## config.mk

```make
export PLATFORM = sky130hd
export DESIGN_NAME = pipe_stage_reg
export DESIGN_NICKNAME = d
export VERILOG_FILES = /design/src/rtl/pipe_stage_reg.sv
export SDC_FILE = /design/constraint.sdc
export NUM_CORES = 1
export LEC_CHECK = 0
export CAP_MARGIN = 20
export CORE_ASPECT_RATIO = 0.9
export CORE_MARGIN = 8
export CORE_UTILIZATION = 51
export DETAILED_ROUTE_END_ITERATION = 8
export PLACE_DENSITY_LB_ADDON = 0.1
export SLEW_MARGIN = 15
export SYNTH_ARGS = -nofsm -noshare
export SYNTH_HDL_FRONTEND = slang
export SYNTH_SLANG_ARGS = --single-unit
export TNS_END_PERCENT = 100
```

## constraint.sdc

```tcl
create_clock -name CLK -period 3.45 [get_ports CLK]
set_input_delay 0.69 -clock CLK [delete_from_list [all_inputs] [get_ports CLK]]
set_output_delay 0.69 -clock CLK [all_outputs]
set_load 0.05 [all_outputs]
```

## src/rtl/pipe_stage_reg.sv

```systemverilog
// Elastic pipeline-stage register with valid/ready handshake, optional skid entry,
// flush to a bubble control value and a sticky halt marker.
module pipe_stage_reg #(
   parameter int unsigned            DATA_W         = 32,
   parameter int unsigned            CTRL_W         = 8,
   parameter logic [CTRL_W-1:0]      CTRL_FLUSH_VAL = '0,
   parameter bit                     SKID_EN        = 1'b1
) (
   input  logic              CLK,
   input  logic              RST,
   input  logic              enable,
   input  logic              flush,
   input  logic              in_valid,
   output logic              in_ready,
   input  logic [CTRL_W-1:0] in_ctrl,
   input  logic [DATA_W-1:0] in_data,
   input  logic              in_halt,
   output logic              out_valid,
   input  logic              out_ready,
   output logic [CTRL_W-1:0] out_ctrl,
   output logic [DATA_W-1:0] out_data,
   output logic              halt,
   output logic [1:0]        occupancy
);

   typedef struct packed {
      logic              halt;
      logic [CTRL_W-1:0] ctrl;
      logic [DATA_W-1:0] data;
   } entry_t;

   localparam entry_t EntryReset = '{halt: 1'b0, ctrl: CTRL_FLUSH_VAL, data: '0};

   logic [1:0] occ_q, occ_d;
   entry_t     head_q, head_d;
   entry_t     skid_q, skid_d;
   logic       halt_q, halt_d;
   entry_t     in_entry;
   logic       push, pop;

   assign in_entry = '{halt: in_halt, ctrl: in_ctrl, data: in_data};

   always_comb begin
      out_valid = enable & (occ_q != 2'd0);
      if (SKID_EN) begin
         in_ready = enable & ~halt_q & ~flush & (occ_q != 2'd2);
      end else begin
         in_ready = enable & ~halt_q & ~flush & ((occ_q == 2'd0) | out_ready);
      end
      push = in_valid & in_ready;
      pop  = out_valid & out_ready;
   end

   always_comb begin
      occ_d  = occ_q;
      head_d = head_q;
      skid_d = skid_q;
      // Halt latches off the visible head regardless of downstream readiness.
      halt_d = halt_q | (out_valid & head_q.halt);
      if (flush) begin
         occ_d = 2'd0;
      end else if (enable) begin
         case (occ_q)
            2'd0: begin
               if (push) begin
                  head_d = in_entry;
                  occ_d  = 2'd1;
               end
            end
            2'd1: begin
               if (push && pop) begin
                  head_d = in_entry;
               end else if (push) begin
                  skid_d = in_entry;
                  occ_d  = 2'd2;
               end else if (pop) begin
                  occ_d = 2'd0;
               end
            end
            2'd2: begin
               if (pop) begin
                  head_d = skid_q;
                  if (push) begin
                     skid_d = in_entry;
                  end else begin
                     occ_d = 2'd1;
                  end
               end
            end
            default: occ_d = 2'd0;
         endcase
      end
   end

   always_ff @(posedge CLK or posedge RST) begin
      if (RST) begin
         occ_q  <= 2'd0;
         head_q <= EntryReset;
         skid_q <= EntryReset;
         halt_q <= 1'b0;
      end else begin
         occ_q  <= occ_d;
         head_q <= head_d;
         skid_q <= skid_d;
         halt_q <= halt_d;
      end
   end

   // An empty stage presents the bubble control so no stale write enable leaks out.
   assign out_ctrl  = (occ_q == 2'd0) ? CTRL_FLUSH_VAL : head_q.ctrl;
   assign out_data  = head_q.data;
   assign halt      = halt_q;
   assign occupancy = occ_q;

endmodule

```

==> out/summary.txt <==
Post-detail-place hpwl = 5260 um
Mapped Cells = 285
DRC Markers = 0
CP Capture Type = output pin
Die footprint = 11200 um2
R2R Setup Slk = 1260 ps
Post-synth top area share = 51.8%
Layout Skew = 10.5 ps
Worst Setup Start Kind = register
VDD IR max = 0.397 mV
Die W = 111 um
Ant diodes = 0
Seq/Total Area, Yosys = 51.8%
Async SR Flop Fraction = 100%
Count of different cell masters after synthesis = 24
Setup tns final = 0 ps
Final Setup Violations = 0
Top cell types by occurrence after synthesis = 119 x mux2_2, 85 x dfrtp_1, 34 x buf_4, 11 x nor2b_1, 7 x buf_6
Clk root buf = clkbuf_8
Mean post-synth cell area = 14.4 um2
Clk slew on worst S/H paths = 80 ps
Antenna-violating nets left = 0
Post_cts resized = 0
RSZ-0062 raised after global routing = false
WHS = 490 ps
Tmin final = 3050 ps
R2R Path End = out_data[13]$_DFFE_PP0P_
WHS Path Cells = 1
Filler Cell Count = 630
Mapped Nets = 332
Crit path max fanout = 11
Fmax = 0.328 GHz
Fin. Hold Viols = 0
Antenna violations before repair = 0
Core Region = 7950 um2
Non-Filler Instances = 450
DR iter-0 viols = 26
Largest net degree at the start of global routing = 86
Worst-skew pair later-pin latency = 340 ps
IO Count = 92
Port bufs = 91
Final nets = 394
# rows = 31
Max-slew headroom = 31.8%
Synth area leader = dfrtp_1
Hold-fix buffers, CTS = 0
Number of post-CTS setup repair buffers = 0
Placed Instances = 435
Iteration count of the initial detailed-routing pass = 4
Vias in the first global route = 2649
Leakage power = 2.18 nW
Post-synth EDFFs = 0
CP arrival = 2360 ps
WL per Instance = 17.1 um
Status = completed
Yosys Warn Count = 0
Post-route clock period utilization = 88.3%
Final WL = 7680 um
Post-Syn Area = 4110 um2
RePlAce Congestion = 0.687
Layout cell share with drive strength beyond 1 = 41.3%
Ys flop type = dfrtp_1
Reg2reg path depth = 3
Via count = 2344
H-tree levels = 3
Critical path class = register to output pin
Synth area leaders = dfrtp_1 52%, mux2_2 33%, buf_4 6.2%, buf_6 1.9%, nor2b_1 1.7%
CTS max path bufs = 2
Crit path from = occupancy[1]$_DFFE_PP0P_
PwrDens = 779 nW/um2
CP Capture Point = out_valid
Congestion Overflow GR = 0
Slew Viols, Final = 0
Reg2Reg Launch Point = occupancy[1]$_DFFE_PP0P_
Max-Cap Viols = 0
Initial core utilization = 51.7%
Die Ht = 101 um
Most frequent cell after synthesis = mux2_2
Area grow syn2layout = 23.5%
CP required = 2760 ps
GRT Overall Usage = 14.2%
CTS tree = done
Hold/Removal Path Class = register to register
Vias/cell = 5.21
Total CTS buffers = 9
Clock sink count = 85
First-pass GRT wire length = 13000 um
Worst-Margin Slew = 1020 ps
#FFs+latches synth = 85
stage by stage:
step / instance area, um2 / util, % / power, W / worst slack, ps
2_1_floorplan: 4110 / - / 0.00289 / 567
3_3_place_gp: 4850 / 61.0 / 0.00317 / 470
3_5_place_dp: 4850 / 61.0 / 0.00320 / 440
4_1_cts: 5070 / 63.8 / 0.00402 / 377
5_1_grt: 5070 / 63.8 / 0.00415 / 303
6_report: 5070 / 63.8 / 0.00396 / 405
registers in the layout (all words and copies together), names as in the netlist:
| register | flops |
|---|---|
| skid_q | 41 |
| occupancy | 2 |
| halt | 1 |
| head_q | 9 |
| out_data | 32 |
worst min-delay path by stage:
stage / endpoint / startpoint / slack (ps)
global route: halt$_DFF_PP0_ / head_q[40]$_DFFE_PP0P_ / 520
finish: out_data[17]$_DFFE_PP0P_ / out_data[17]$_DFFE_PP0P_ / 490
floorplan: halt$_DFF_PP0_ / head_q[40]$_DFFE_PP0P_ / 450
detailed placement: skid_q[17]$_DFFE_PP0P_ / skid_q[17]$_DFFE_PP0P_ / 470
global placement: skid_q[21]$_DFFE_PP0P_ / skid_q[21]$_DFFE_PP0P_ / 470
CTS: skid_q[17]$_DFFE_PP0P_ / skid_q[17]$_DFFE_PP0P_ / 500
power breakdown:
| part | internal, W | switching, W |
|---|---|---|
| Clock | 0.000475 | 0.000327 |
| Combinational | 0.000679 | 0.000990 |
| Sequential | 0.00132 | 0.000165 |
logic make-up (layout without fill, tap and decap cells):
kind of cell	after synthesis	in the layout	synth area share [%]
buffers and inverters	47	113	8.77
AOI/OAI and AO/OA	6	6	1.40
muxes	123	123	33.7
DFF	85	85	51.8
and+or+nand+nor	24	24	4.38
critical path, cell delays in order (launching register included):
cell             delay, ps
dfrtp_1                600
nor2_1                 200
buf_4                  200
nor2b_1                170
clkdlybuf4s50_1        840
routing by layer:
metal / routed length, um / GRT usage (%) / vias to the layer above
met5: 0 / 0 / -
met3: 456 / 5.57 / 9
met1: 3470 / 16.8 / 1184
met4: 106 / 5.29 / 0
met2: 3650 / 23.2 / 61
li1: - / - / 1090
cell usage in the layout, fill, tap and decap left out, drive strengths merged:
cell / netlist / final
a31oi: 2 / 2
nand3b: 2 / 2
o32ai: 1 / 1
nand4bb: 1 / 1
or3: 2 / 2
a21oi: 1 / 1
nor3: 2 / 2
dfrtp: 85 / 85
clkinv: 0 / 3
nand2b: 2 / 2
mux2: 123 / 123
a21o: 1 / 1
bufinv: 0 / 3
or2b: 1 / 1
nand2: 1 / 1
nor2: 1 / 1
o21ai: 1 / 1
and2b: 1 / 1
clkbuf: 2 / 10
buf: 44 / 7
nor2b: 11 / 11
clkdlybuf4s50: 0 / 90
layout make-up:
| cell class | instances | area, um2 | share of cell area (%) |
|---|---|---|---|
| flip-flops and latches | 85 | 2130 | 41.9 |
| multi-input cells | 153 | 1630 | 32.0 |
| repair buffers | 97 | 966 | 19.0 |
| clock buffers | 10 | 128 | 2.51 |
| well taps | 99 | 124 | 2.44 |
| clock inverters | 5 | 100 | 1.97 |
| inverters | 1 | 5.00 | 0.0986 |
(Power assumes the default switching activity.)
